<file path="src/rtl/ultrasonic_scan_scheduler.sv">
// ultrasonic_scan_scheduler: round-robin HC-SR04 scan controller. One echo timer
// is shared by NUM_SENSORS sensors; one trigger fires per slot and the echo width
// is converted to centimetres (58 us per cm) with saturation.
// Optional build macro: ULTRASONIC_SCAN_AVG_EN (average each normal result with the
// previous one for that sensor).
module ultrasonic_scan_scheduler #(
  parameter int unsigned NUM_SENSORS = 4,
  parameter int unsigned CLK_HZ      = 125_000_000,
  parameter int unsigned TRIG_US     = 10,
  parameter int unsigned TIMEOUT_US  = 25000,
  parameter int unsigned SLOT_US     = 60000,
  parameter int unsigned DIST_W      = 12
) (
  input  logic                          clk,
  input  logic                          rst,
  input  logic                          en,
  input  logic [NUM_SENSORS-1:0]        echo,
  output logic [NUM_SENSORS-1:0]        trig,
  output logic [NUM_SENSORS*DIST_W-1:0] dist_cm,
  output logic                          valid,
  output logic [2:0]                    sensor_id,
  output logic [NUM_SENSORS-1:0]        timeout_flag,
  output logic                          busy
);

  localparam int unsigned DIV       = CLK_HZ / 1_000_000;
  localparam int unsigned PRESC_W   = (DIV > 1) ? $clog2(DIV) : 1;
  localparam int unsigned MAX_US    = (TIMEOUT_US > TRIG_US) ? TIMEOUT_US : TRIG_US;
  localparam int unsigned US_W      = $clog2(MAX_US + 1);
  localparam int unsigned SLOT_W    = $clog2(SLOT_US + 1);
  localparam int unsigned IDX_W     = (NUM_SENSORS > 1) ? $clog2(NUM_SENSORS) : 1;
  localparam int unsigned SUB_W     = 6;
  localparam int unsigned US_PER_CM = 58;
  localparam int unsigned BUS_W     = NUM_SENSORS * DIST_W;

  typedef enum logic [2:0] {
    IDLE      = 3'd0,
    TRIG      = 3'd1,
    WAIT_RISE = 3'd2,
    MEASURE   = 3'd3,
    HOLDOFF   = 3'd4
  } state_t;

  state_t state, state_next;

  logic [NUM_SENSORS-1:0] echo_m, echo_s, echo_d;
  logic [PRESC_W-1:0]     presc, slot_presc;
  logic [US_W-1:0]        us_cnt;
  logic [SLOT_W-1:0]      slot_us;
  logic [SUB_W-1:0]       sub_cnt;
  logic [DIST_W-1:0]      cm_cnt, cm_now, wr_val;
  logic [IDX_W-1:0]       cur, cur_d;
  logic                   us_tick, slot_tick, slot_done;
  logic                   rise, fall, trig_done, timed_out;
  logic                   state_entry, slot_start;
  logic                   rec_ok, rec_to;
  logic [NUM_SENSORS-1:0] trig_d, flag_d;
  logic [BUS_W-1:0]       dist_d;
  logic                   valid_d, busy_d;

  // Two-flop synchroniser plus edge-reference register for every echo line
  always_ff @(posedge clk or negedge rst) begin
    if (!rst) begin
      echo_m <= '0;
      echo_s <= '0;
      echo_d <= '0;
    end else begin
      echo_m <= echo;
      echo_s <= echo_m;
      echo_d <= echo_s;
    end
  end

  assign rise        = echo_s[cur] & ~echo_d[cur];
  assign fall        = ~echo_s[cur] & echo_d[cur];
  assign us_tick     = (presc == PRESC_W'(DIV - 1));
  assign slot_tick   = (slot_presc == PRESC_W'(DIV - 1));
  assign trig_done   = us_tick && (us_cnt == US_W'(TRIG_US - 1));
  assign timed_out   = us_tick && (us_cnt == US_W'(TIMEOUT_US - 1));
  assign slot_done   = (slot_us == SLOT_W'(SLOT_US)) ||
                       (slot_tick && (slot_us == SLOT_W'(SLOT_US - 1)));
  assign state_entry = (state_next != state);
  assign slot_start  = state_entry && (state_next == TRIG);
  assign cm_now      = (us_tick && (sub_cnt == SUB_W'(US_PER_CM - 1)) && (cm_cnt != '1)) ?
                       cm_cnt + DIST_W'(1) : cm_cnt;

  // Per-state microsecond timebase; restarts on every state entry
  always_ff @(posedge clk or negedge rst) begin
    if (!rst) begin
      presc  <= '0;
      us_cnt <= '0;
    end else if (state_entry) begin
      presc  <= '0;
      us_cnt <= '0;
    end else if (us_tick) begin
      presc  <= '0;
      us_cnt <= us_cnt + US_W'(1);
    end else begin
      presc  <= presc + PRESC_W'(1);
    end
  end

  // Slot timer from trigger rise to next trigger rise; saturates at the slot length
  always_ff @(posedge clk or negedge rst) begin
    if (!rst) begin
      slot_presc <= '0;
      slot_us    <= '0;
    end else if (slot_start) begin
      slot_presc <= '0;
      slot_us    <= '0;
    end else if (slot_tick) begin
      slot_presc <= '0;
      if (slot_us != SLOT_W'(SLOT_US)) slot_us <= slot_us + SLOT_W'(1);
    end else begin
      slot_presc <= slot_presc + PRESC_W'(1);
    end
  end

  // Echo-width to centimetre converter, active only while measuring
  always_ff @(posedge clk or negedge rst) begin
    if (!rst) begin
      sub_cnt <= '0;
      cm_cnt  <= '0;
    end else if (state_entry) begin
      sub_cnt <= '0;
      cm_cnt  <= '0;
    end else if ((state == MEASURE) && us_tick) begin
      sub_cnt <= (sub_cnt == SUB_W'(US_PER_CM - 1)) ? '0 : sub_cnt + SUB_W'(1);
      cm_cnt  <= cm_now;
    end
  end

  // State register
  always_ff @(posedge clk or negedge rst) begin
    if (!rst) state <= IDLE;
    else      state <= state_next;
  end

  // Next-state logic; a falling edge has priority over a coincident timeout
  always_comb begin
    state_next = state;
    case (state)
      IDLE:      if (en) state_next = TRIG;
      TRIG:      if (trig_done) state_next = WAIT_RISE;
      WAIT_RISE: begin
        if (rise)           state_next = MEASURE;
        else if (timed_out) state_next = HOLDOFF;
      end
      MEASURE:   if (fall || timed_out) state_next = HOLDOFF;
      HOLDOFF:   if (slot_done) state_next = en ? TRIG : IDLE;
      default:   state_next = IDLE;
    endcase
  end

`ifdef ULTRASONIC_SCAN_AVG_EN
  logic [DIST_W-1:0] prev_val;
  logic [DIST_W:0]   avg_sum;

  // Blend a new reading with the previous one unless that slot holds no valid reading
  always_comb begin
    prev_val = dist_cm[cur*DIST_W +: DIST_W];
    avg_sum  = (DIST_W+1)'(cm_now) + (DIST_W+1)'(prev_val) + (DIST_W+1)'(1);
    wr_val   = (timeout_flag[cur] || (prev_val == '0)) ? cm_now : DIST_W'(avg_sum >> 1);
  end
`else
  assign wr_val = cm_now;
`endif

  // Output next-values: trigger, result write-back, slot advance
  always_comb begin
    cur_d   = cur;
    trig_d  = '0;
    valid_d = 1'b0;
    busy_d  = (state_next != IDLE);
    dist_d  = dist_cm;
    flag_d  = timeout_flag;
    rec_ok  = (state == MEASURE) && fall;
    rec_to  = ((state == WAIT_RISE) && !rise && timed_out) ||
              ((state == MEASURE) && !fall && timed_out);
    if ((state == HOLDOFF) && slot_done)
      cur_d = (cur == IDX_W'(NUM_SENSORS - 1)) ? '0 : cur + IDX_W'(1);
    if (state_next == TRIG) trig_d[cur_d] = 1'b1;
    if (rec_to) begin
      dist_d[cur*DIST_W +: DIST_W] = '1;
      flag_d[cur]                  = 1'b1;
      valid_d                      = 1'b1;
    end else if (rec_ok) begin
      dist_d[cur*DIST_W +: DIST_W] = wr_val;
      flag_d[cur]                  = 1'b0;
      valid_d                      = 1'b1;
    end
  end

  // Output registers; reset drops the trigger immediately
  always_ff @(posedge clk or negedge rst) begin
    if (!rst) begin
      cur          <= '0;
      trig         <= '0;
      valid        <= 1'b0;
      busy         <= 1'b0;
      dist_cm      <= '0;
      timeout_flag <= '0;
    end else begin
      cur          <= cur_d;
      trig         <= trig_d;
      valid        <= valid_d;
      busy         <= busy_d;
      dist_cm      <= dist_d;
      timeout_flag <= flag_d;
    end
  end

  assign sensor_id = 3'(cur);

endmodule

</file>
<file path="config.mk">
export PLATFORM = sky130hd
export DESIGN_NAME = ultrasonic_scan_scheduler
export DESIGN_NICKNAME = d
export VERILOG_FILES = /design/src/rtl/ultrasonic_scan_scheduler.sv
export SDC_FILE = /design/constraint.sdc
export NUM_CORES = 1
export LEC_CHECK = 0
export BUFFER_PORTS_ARGS = -buffer_cell sky130_fd_sc_hd__buf_4
export CORE_MARGIN = 2
export CORE_UTILIZATION = 40
export CTS_BUF_LIST = sky130_fd_sc_hd__clkbuf_4 sky130_fd_sc_hd__clkbuf_8
export DETAILED_ROUTE_END_ITERATION = 10
export GPL_TIMING_DRIVEN = 0
export HOLD_SLACK_MARGIN = 0.12
export SYNTH_ARGS = -nofsm -noshare
export SYNTH_HDL_FRONTEND = slang
export SYNTH_SLANG_ARGS = --single-unit
</file>
<file path="constraint.sdc">
create_clock -name clk -period 3.5 [get_ports clk]
set_input_delay 0.525 -clock clk [delete_from_list [all_inputs] [get_ports clk]]
set_output_delay 0.525 -clock clk [all_outputs]
set_load 0.005 [all_outputs]
</file>
==> metrics.log, run 1 <==
[metrics] run status: completed
[metrics] total via count after detailed routing: 5848
[metrics] Reg clk slew, reported paths: 0.08 ns
[metrics] number of distinct library cells after synthesis: 60
[metrics] kind of path behind the tightest hold check: input port to flip-flop
[metrics] Initial DRT Pass Iterations: 5
[metrics] most frequent cells in the layout: sky130_fd_sc_hd__dfrtp_1, sky130_fd_sc_hd__nor2_1, sky130_fd_sc_hd__buf_4, sky130_fd_sc_hd__nand2_1
[metrics] fraction of final layout cells with drive strength greater than 1: about 17%
[metrics] number of maximum-capacitance constraint violations: 0
[metrics] row cnt: 48
[metrics] insertion delay to the later sink of the worst-skew pair: 0.45 ns
[metrics] remaining routing DRC violations: 0
[metrics] fraction of registers with async set/reset: 100%
[metrics] Cell Area, Placed: ~0.0080 sq mm
[metrics] DPL Wire Length: ~13000 microns
[metrics] clock tree sinks: about 140
[metrics] cell area after synthesis: between 0.007 and 0.008 sq mm
[metrics] count of yosys warnings during synthesis: 0
[metrics] total number of H-tree levels: 4
[metrics] PwrDens: around 360 mW/mm^2
[metrics] most common cell after layout, fill and taps aside: sky130_fd_sc_hd__dfrtp_1
[metrics] TNS Setup: 0 ns
[metrics] ys flop type: sky130_fd_sc_hd__dfrtp_1
[metrics] signed area change from the synthesized netlist to the final layout: 17.1%
[metrics] worst rel slew slack: a little under half
[metrics] startpoint kind of the worst setup timing path: flip-flop
[metrics] syn_nets: between 700 and 800
[metrics] Worst Path Required: between 3 and 4 ns
[metrics] Total Routed Length: about 18000 microns
[metrics] arrival time worst endpoint: between 3 and 4 ns
[metrics] Chip Width: 138 microns
[metrics] Final period util: 89.5%
[metrics] number of CTS-inserted buffers: 17
[metrics] number of synthesized flops with an enable pin: 0
[metrics] Global Route Usage Sum: about a fifth
[metrics] Crit Path Max Fanout: 10
[metrics] number of failing hold endpoints at the final stage: 0
[metrics] CTS max path bufs: 2
[metrics] weighted congestion reported at the end of routability-driven placement: 0.872
[metrics] routed wirelength normalized by instance count: around 17 microns
[metrics] IO Count: just under 70
[metrics] Buffers on Ports: 66
[metrics] number of standard cells in the layout, taps in and fillers out: 1051
[metrics] maximum number of pins on one net before global-route repair: 76
[metrics] number of setup violations in the final report: 0
[metrics] CTS tree: done
[metrics] number of nets in the layout: around 840
[metrics] worst ir drop on vdd: about 0.3 mV
[metrics] chip height: between 100 and 150 microns
[metrics] per-instance average area after synthesis: ~9.8 sq um
[metrics] vias per inst: 5.56
[metrics] antenna diode count: 0
[metrics] Non-Filler Cell Area, Final: between 0.008 and 0.009 sq mm
[metrics] # placed instances: ~1000
[metrics] number of flip-flops and latches in the synthesized netlist: roughly 140
[metrics] Clk Tree Root Cell: sky130_fd_sc_hd__clkbuf_8
[metrics] overflow left after global routing: 0
[metrics] postcts setup bufs: 0
[metrics] total core area: 0.0174 sq mm
[metrics] Routed Antenna Nets: 0
[metrics] worst reg-to-reg setup slack: 0.37 ns
[metrics] number of global-route vias before repair: between 5000 and 6000
[metrics] min cycle time layout: 3.13 ns
[metrics] static leakage: about 3.6 nW
[metrics] starting utilization of the core area: ~40%
[metrics] element type at the critical path end: flip-flop
[metrics] Seq/Total Area, Yosys: 48.3%
[metrics] number of resized instances in the post-cts repair step: 0
[metrics] transition time at the pin with the least slew margin: about 0.80 ns
[metrics] post-layout total power: a little under 0.003 W
[metrics] 1st-iter DRT viols: 340
[metrics] max frequency: between 300 and 400 MHz
[metrics] DIE AREA: around 0.019 sq mm
[metrics] Final Skew: between 0.015 and 0.02 ns
[metrics] number of instances in the synthesized netlist: 726
[metrics] setup repair after global routing missed its margin: false
[metrics] type of the worst setup path: flip-flop to flip-flop
[metrics] first-pass GRT wire length: 29100 microns
[metrics] initial antenna violation count: 0
[metrics] final max-slew violation count: 0
==> kinds of logic after synthesis <==
group                    share of synthesized area, %
adder cells (fa/ha/maj)                          3.15
flip-flops                                       48.3
AO/OA/AOI/OAI                                    14.8
multiplexers                                     2.29
buffers and inverters                            3.91
other                                          0.0525
XOR/XNOR                                         6.37
AND/OR/NAND/NOR                                  21.1
==> flip-flops by register name, summed over array words and instances, names as in the netlist, 6 cells and up, named ones only <==
name	count
dist_cm	48
slot_us	16
us_cnt	15
cm_cnt	12
presc	7
slot_presc	7
sub_cnt	6
==> metrics by stage <==
step / setup WS [ns] / hold WS (ns) / utilization [%]
after CTS: 0.385 / 0.153 / 48.2
after detailed placement: 0.413 / 0.339 / 45.8
after global routing: 0.162 / 0.151 / 48.2
after floorplan: 1.00 / 0.229 / -
final: 0.368 / 0.179 / 48.2
after global placement: 0.448 / 0.334 / 45.6
==> layout make-up <==
cell class	instances	area, sq um
timing repair buffer	68	537
sequential	138	3450
clock buffer	17	234
clock inverter	15	166
tap	225	282
buffer	42	196
multi-input combinational	524	3410
fill	1653	8990
inverter	22	82.6
==> worst paths after layout <==
check / start / to / depth (start not counted)
worst max-delay path: cur[0] / dist_cm[5] / 7
worst min-delay path: echo[3] / echo_m[3] / 1
worst max register to register: cur[0] / dist_cm[5] / 7
worst min register to register: echo_m[3] / echo_s[3] / 0
max in group asynchronous: rst / trig[1] / 3
min in group asynchronous: rst / dist_cm[7] / 2
==> per-layer routing <==
| metal | share of wire [%] | vias to the layer above | track usage [%] |
|---|---|---|---|
| met4 | 1.8 | 0 | 5.84 |
| met5 | 0 | - | 0 |
| met3 | 4.4 | 29 | 3.90 |
| li1 | - | 2792 | - |
| met2 | 49 | 143 | 33.0 |
| met1 | 45 | 2884 | 26.1 |
==> where the power goes <==
| part | total (W) | switching [W] | internal, W |
|---|---|---|---|
| combinational | 0.0000492 | 0.0000371 | 0.0000121 |
| clock | 0.00132 | 0.000676 | 0.000644 |
| sequential | 0.00160 | 0.00000214 | 0.00160 |
| total | 0.00297 | 0.000715 | 0.00226 |
==> synthesized netlist by cell type, types with 3 or more instances <==
cell / count / area (sq um)
sky130_fd_sc_hd__dfrtp_1: 138 / 3450
sky130_fd_sc_hd__nor2_1: 86 / 323
sky130_fd_sc_hd__nand2_1: 42 / 158
sky130_fd_sc_hd__nand3_1: 29 / 145
sky130_fd_sc_hd__xor2_1: 29 / 254
sky130_fd_sc_hd__o211ai_1: 28 / 210
sky130_fd_sc_hd__o21ai_0: 27 / 135
sky130_fd_sc_hd__nand4_1: 25 / 156
sky130_fd_sc_hd__a21oi_1: 24 / 120
sky130_fd_sc_hd__clkbuf_1: 24 / 90.1
sky130_fd_sc_hd__nor3_1: 24 / 120
sky130_fd_sc_hd__o21a_1: 24 / 180
sky130_fd_sc_hd__xnor2_1: 23 / 201
sky130_fd_sc_hd__inv_1: 22 / 82.6
sky130_fd_sc_hd__ha_1: 18 / 225
sky130_fd_sc_hd__and3_1: 15 / 93.8
sky130_fd_sc_hd__buf_2: 13 / 65.1
sky130_fd_sc_hd__and2_1: 11 / 68.8
sky130_fd_sc_hd__or3_1: 9 / 56.3
sky130_fd_sc_hd__a31oi_1: 7 / 43.8
sky130_fd_sc_hd__and4_1: 7 / 61.3
sky130_fd_sc_hd__mux2_2: 7 / 78.8
sky130_fd_sc_hd__nor2b_1: 7 / 43.8
sky130_fd_sc_hd__a211oi_1: 6 / 45.0
sky130_fd_sc_hd__nor4_1: 6 / 37.5
sky130_fd_sc_hd__o311ai_0: 6 / 52.6
sky130_fd_sc_hd__o31ai_1: 5 / 37.5
sky130_fd_sc_hd__a21o_1: 4 / 30.0
sky130_fd_sc_hd__mux2i_1: 4 / 40.0
sky130_fd_sc_hd__o31a_1: 4 / 35.0
sky130_fd_sc_hd__or2_2: 4 / 25.0
sky130_fd_sc_hd__a2111oi_0: 3 / 26.3
sky130_fd_sc_hd__nand2b_1: 3 / 18.8
sky130_fd_sc_hd__nand4b_1: 3 / 26.3
sky130_fd_sc_hd__nor4bb_1: 3 / 30.0
sky130_fd_sc_hd__o221a_2: 3 / 33.8
sky130_fd_sc_hd__or4_1: 3 / 22.5
==> worst max-delay path: stages (launching register included) <==
cell and delay (ns):
sky130_fd_sc_hd__dfrtp_1 0.61, sky130_fd_sc_hd__clkbuf_1 0.40, sky130_fd_sc_hd__inv_1 0.28, sky130_fd_sc_hd__ha_1 0.46
sky130_fd_sc_hd__or4_1 0.66, sky130_fd_sc_hd__clkbuf_1 0.26, sky130_fd_sc_hd__o211ai_1 0.25, sky130_fd_sc_hd__o21a_1 0.15
==> what timing repair did <==
action / CTS / global route
hold buffers: 1 / 0
setup endpoints to repair: 0 / 0
endpoints found under the hold margin: 63 / 0
(Power assumes the default switching activity.)
==> run 2, diff against run 1 <==
--- a/config.mk
+++ b/config.mk
@@ -6,12 +6,15 @@
 export NUM_CORES = 1
 export LEC_CHECK = 0
 export BUFFER_PORTS_ARGS = -buffer_cell sky130_fd_sc_hd__buf_4
+export CELL_PAD_IN_SITES_DETAIL_PLACEMENT = 0
+export CELL_PAD_IN_SITES_GLOBAL_PLACEMENT = 2
 export CORE_MARGIN = 2
-export CORE_UTILIZATION = 40
+export CORE_UTILIZATION = 39
 export CTS_BUF_LIST = sky130_fd_sc_hd__clkbuf_4 sky130_fd_sc_hd__clkbuf_8
 export DETAILED_ROUTE_END_ITERATION = 10
 export GPL_TIMING_DRIVEN = 0
 export HOLD_SLACK_MARGIN = 0.12
+export PLACE_DENSITY_LB_ADDON = 0.1
 export SYNTH_ARGS = -nofsm -noshare
 export SYNTH_HDL_FRONTEND = slang
 export SYNTH_SLANG_ARGS = --single-unit
==> metrics.log, run 2 (same netlist as run 1, synthesis figures left out) <==
[metrics] run status: completed (unchanged)
[metrics] # placed instances: 1022 (was 1018)
[metrics] critical-path cell with the highest stage delay: sky130_fd_sc_hd__dfrtp_2 (was sky130_fd_sc_hd__or4_1)
[metrics] initial antenna violation count: 0 (unchanged)
[metrics] CTS tree: done (unchanged)
[metrics] startpoint kind of the worst setup timing path: flip-flop (unchanged)
[metrics] Final Skew: 0.0151 ns (was 0.0160 ns)
[metrics] worst ir drop on vdd: 0.232 mV (was 0.303 mV)
[metrics] Clk Tree Root Cell: sky130_fd_sc_hd__clkbuf_8 (unchanged)
[metrics] area of the multi-input gates: 0.00341 sq mm (unchanged)
[metrics] final max-slew violation count: 0 (unchanged)
[metrics] weighted congestion reported at the end of routability-driven placement: 0.871 (was 0.872)
[metrics] highest cell delay on the worst timing path: 0.65 ns (was 0.66 ns)
[metrics] postcts setup bufs: 0 (unchanged)
[metrics] DIE AREA: 0.0194 sq mm (was 0.0189 sq mm)
[metrics] Chip Width: 139 microns (was 138 microns)
[metrics] static leakage: 3.68 nW (was 3.64 nW)
[metrics] signed area change from the synthesized netlist to the final layout: 18.0% (was 17.1%)
[metrics] Crit Path Max Fanout: 18 (was 10)
[metrics] Crit. path cell count: 7 (unchanged)
[metrics] routed wirelength normalized by instance count: 17.6 microns (was 17.0 microns)
[metrics] number of global-route vias before repair: 5759 (was 5604)
[metrics] total core area: 0.0180 sq mm (was 0.0174 sq mm)
[metrics] 1st-iter DRT viols: 376 (was 340)
[metrics] switching part of the total power: 22.0% (was 24.1%)
[metrics] min cycle time layout: 3.01 ns (was 3.13 ns)
[metrics] Reg clk slew, reported paths: 0.08 ns (about the same)
[metrics] number of failing hold endpoints at the final stage: 0 (unchanged)
[metrics] switching component of the power: 0.000701 W (was 0.000715 W)
[metrics] fraction of final layout cells with drive strength greater than 1: 17.2% (about the same)
[metrics] Initial DRT Pass Iterations: 5 (unchanged)
[metrics] Reg with most FFs: dist_cm (unchanged)
[metrics] row cnt: 49 (was 48)
[metrics] flip-flop count of the largest register after layout: 48 (unchanged)
[metrics] arrival time worst endpoint: 3.31 ns (was 3.52 ns)
[metrics] Global Route Usage Sum: 19.8% (about the same)
[metrics] total via count after detailed routing: 5689 (was 5848)
[metrics] post-layout total power: 0.00318 W (was 0.00297 W)
[metrics] number of nets in the layout: 837 (was 838)
[metrics] Seq pwr share: 50.3% (was 53.9%)
[metrics] max frequency: 332 MHz (was 319 MHz)
[metrics] overflow left after global routing: 0 (unchanged)
[metrics] CTS max path bufs: 2 (unchanged)
[metrics] total number of H-tree levels: 4 (unchanged)
[metrics] number of maximum-capacitance constraint violations: 0 (unchanged)
[metrics] number of CTS-inserted buffers: 17 (unchanged)
[metrics] PwrDens: 378 mW/mm^2 (was 355 mW/mm^2)
[metrics] most common cell after layout, fill and taps aside: sky130_fd_sc_hd__dfrtp_1 (unchanged)
[metrics] number of standard cells in the layout, taps in and fillers out: 1053 (was 1051)
[metrics] CP cell instances: mux4_2 -> nor2b_1 -> a21o_1 -> a2111oi_0 -> o31ai_1 -> buf_2 -> nor3_1 (was clkbuf_1 -> inv_1 -> ha_1 -> or4_1 -> clkbuf_1 -> o211ai_1 -> o21a_1)
[metrics] starting utilization of the core area: 39.8% (was 41.2%)
[metrics] Routed Antenna Nets: 0 (unchanged)
[metrics] Final period util: 86.0% (was 89.5%)
[metrics] kind of path behind the tightest hold check: input port to flip-flop (unchanged)
[metrics] type of the worst setup path: flip-flop to flip-flop (unchanged)
[metrics] maximum number of pins on one net before global-route repair: 71 (was 76)
[metrics] antenna diode count: 0 (unchanged)
[metrics] first-pass GRT wire length: 30600 microns (was 29100 microns)
[metrics] setup slack after layout: 0.489 ns (was 0.368 ns)
[metrics] Post-Place Setup Slack: 0.132 ns (was 0.413 ns)
[metrics] part of the power in combinational logic: 1.5% (was 1.7%)
[metrics] kind of cell with the highest combined delay on the critical path: compound AO/OA/AOI/OAI gates (was buffers and inverters)
[metrics] insertion delay to the later sink of the worst-skew pair: 0.46 ns (was 0.45 ns)
[metrics] transition time at the pin with the least slew margin: 0.857 ns (was 0.798 ns)
[metrics] Buffers on Ports: 66 (unchanged)
[metrics] Internal Power: 0.00248 W (was 0.00226 W)
[metrics] share of power burned in the clock network: 48.2% (was 44.4%)
[metrics] setup repair after global routing missed its margin: false (unchanged)
[metrics] Total Routed Length: 18500 microns (was 17800 microns)
[metrics] worst rel slew slack: 42.3% (was 46.3%)
[metrics] element type at the critical path end: flip-flop (unchanged)
[metrics] fill cell instance count of the final layout: 1740 (was 1653)
[metrics] FF/Latch Area: 0.00345 sq mm (about the same)
[metrics] core utilization of the finished layout: 46.9% (was 48.2%)
[metrics] CP bufs+invs: 1 (was 3)
[metrics] IO Count: 68 (unchanged)
[metrics] number of setup violations in the final report: 0 (unchanged)
[metrics] cell count of the worst reg-to-reg path: 7 (unchanged)
[metrics] most frequent cells in the layout: sky130_fd_sc_hd__dfrtp_1, sky130_fd_sc_hd__nor2_1, sky130_fd_sc_hd__buf_4, sky130_fd_sc_hd__nand2_1 (unchanged)
[metrics] Regs by FF count: dist_cm (48), slot_us (16), us_cnt (15) (unchanged)
[metrics] clock tree sinks: 138 (unchanged)
[metrics] DPL Wire Length: 13700 microns (was 13400 microns)
[metrics] vias per inst: 5.40 (was 5.56)
[metrics] number of cells on the worst hold path: 1 (unchanged)
[metrics] TNS Setup: 0 ns (unchanged)
[metrics] remaining routing DRC violations: 0 (unchanged)
[metrics] chip height: 139 microns (was 138 microns)
[metrics] Worst Path Required: 3.80 ns (was 3.89 ns)
run 2: final cells by class:
| class | count | share of cell area [%] |
|---|---|---|
| sequential | 138 | 41.0 |
| multi-input combinational | 524 | 40.5 |
| timing repair buffer | 68 | 6.37 |
| tap | 229 | 3.40 |
| clock buffer | 18 | 2.94 |
| clock inverter | 13 | 2.57 |
| buffer | 41 | 2.29 |
| inverter | 22 | 0.980 |
run 2: path summary, 6_finish.rpt:
check                      startpoint           to  slack (ns)
min in group asynchronous         rst  dist_cm[18]        0.63
min reg2reg                 echo_m[1]    echo_s[1]        0.35
max in group asynchronous         rst   slot_us[5]        2.11
max                            cur[0]     presc[4]        0.49
min                           echo[0]    echo_m[0]        0.17
max reg2reg                    cur[0]     presc[4]        0.49
run 2: layer usage:
metal  up-vias  wire length (microns)  global-route usage [%]
li1       2774                      -                       -
met1      2779                   8520                    26.0
met2       113                   9060                    33.0
met3        23                    648                    3.92
met4         0                    289                    6.75
met5         -                      0                       0
run 2: what timing repair did:
action                                 4_1_cts  5_1_grt
hold buffers                                 1        0
endpoints found under the hold margin       69        0
setup endpoints to repair                    0       10
gates resized for setup                      0        1
run 2: worst reg2reg max path: stages, from the launching register on:
cell	delay, ns
sky130_fd_sc_hd__dfrtp_2	0.65
sky130_fd_sc_hd__mux4_2	0.58
sky130_fd_sc_hd__nor2b_1	0.39
sky130_fd_sc_hd__a21o_1	0.24
sky130_fd_sc_hd__a2111oi_0	0.13
sky130_fd_sc_hd__o31ai_1	0.45
sky130_fd_sc_hd__buf_2	0.33
sky130_fd_sc_hd__nor3_1	0.09
run 2: through the flow:
step                hold WS [ns]  area [sq um]
floorplan                  0.229          7140
global placement           0.335          7930
detailed placement         0.335          7960
CTS                        0.140          8430
global route               0.135          8430
finish                     0.169          8430
run 2: power by group through the flow:
| stage | combinational, W | sequential [W] | clock, W |
|---|---|---|---|
| final | 0.0000487 | 0.00160 | 0.00153 |
| after global routing | 0.0000579 | 0.00160 | 0.00166 |
| after CTS | 0.0000521 | 0.00160 | 0.00158 |
| after detailed placement | 0.0000511 | 0.00163 | 0 |
| after global placement | 0.0000451 | 0.00163 | 0 |
| after floorplan | 0.00000676 | 0.00163 | 0 |
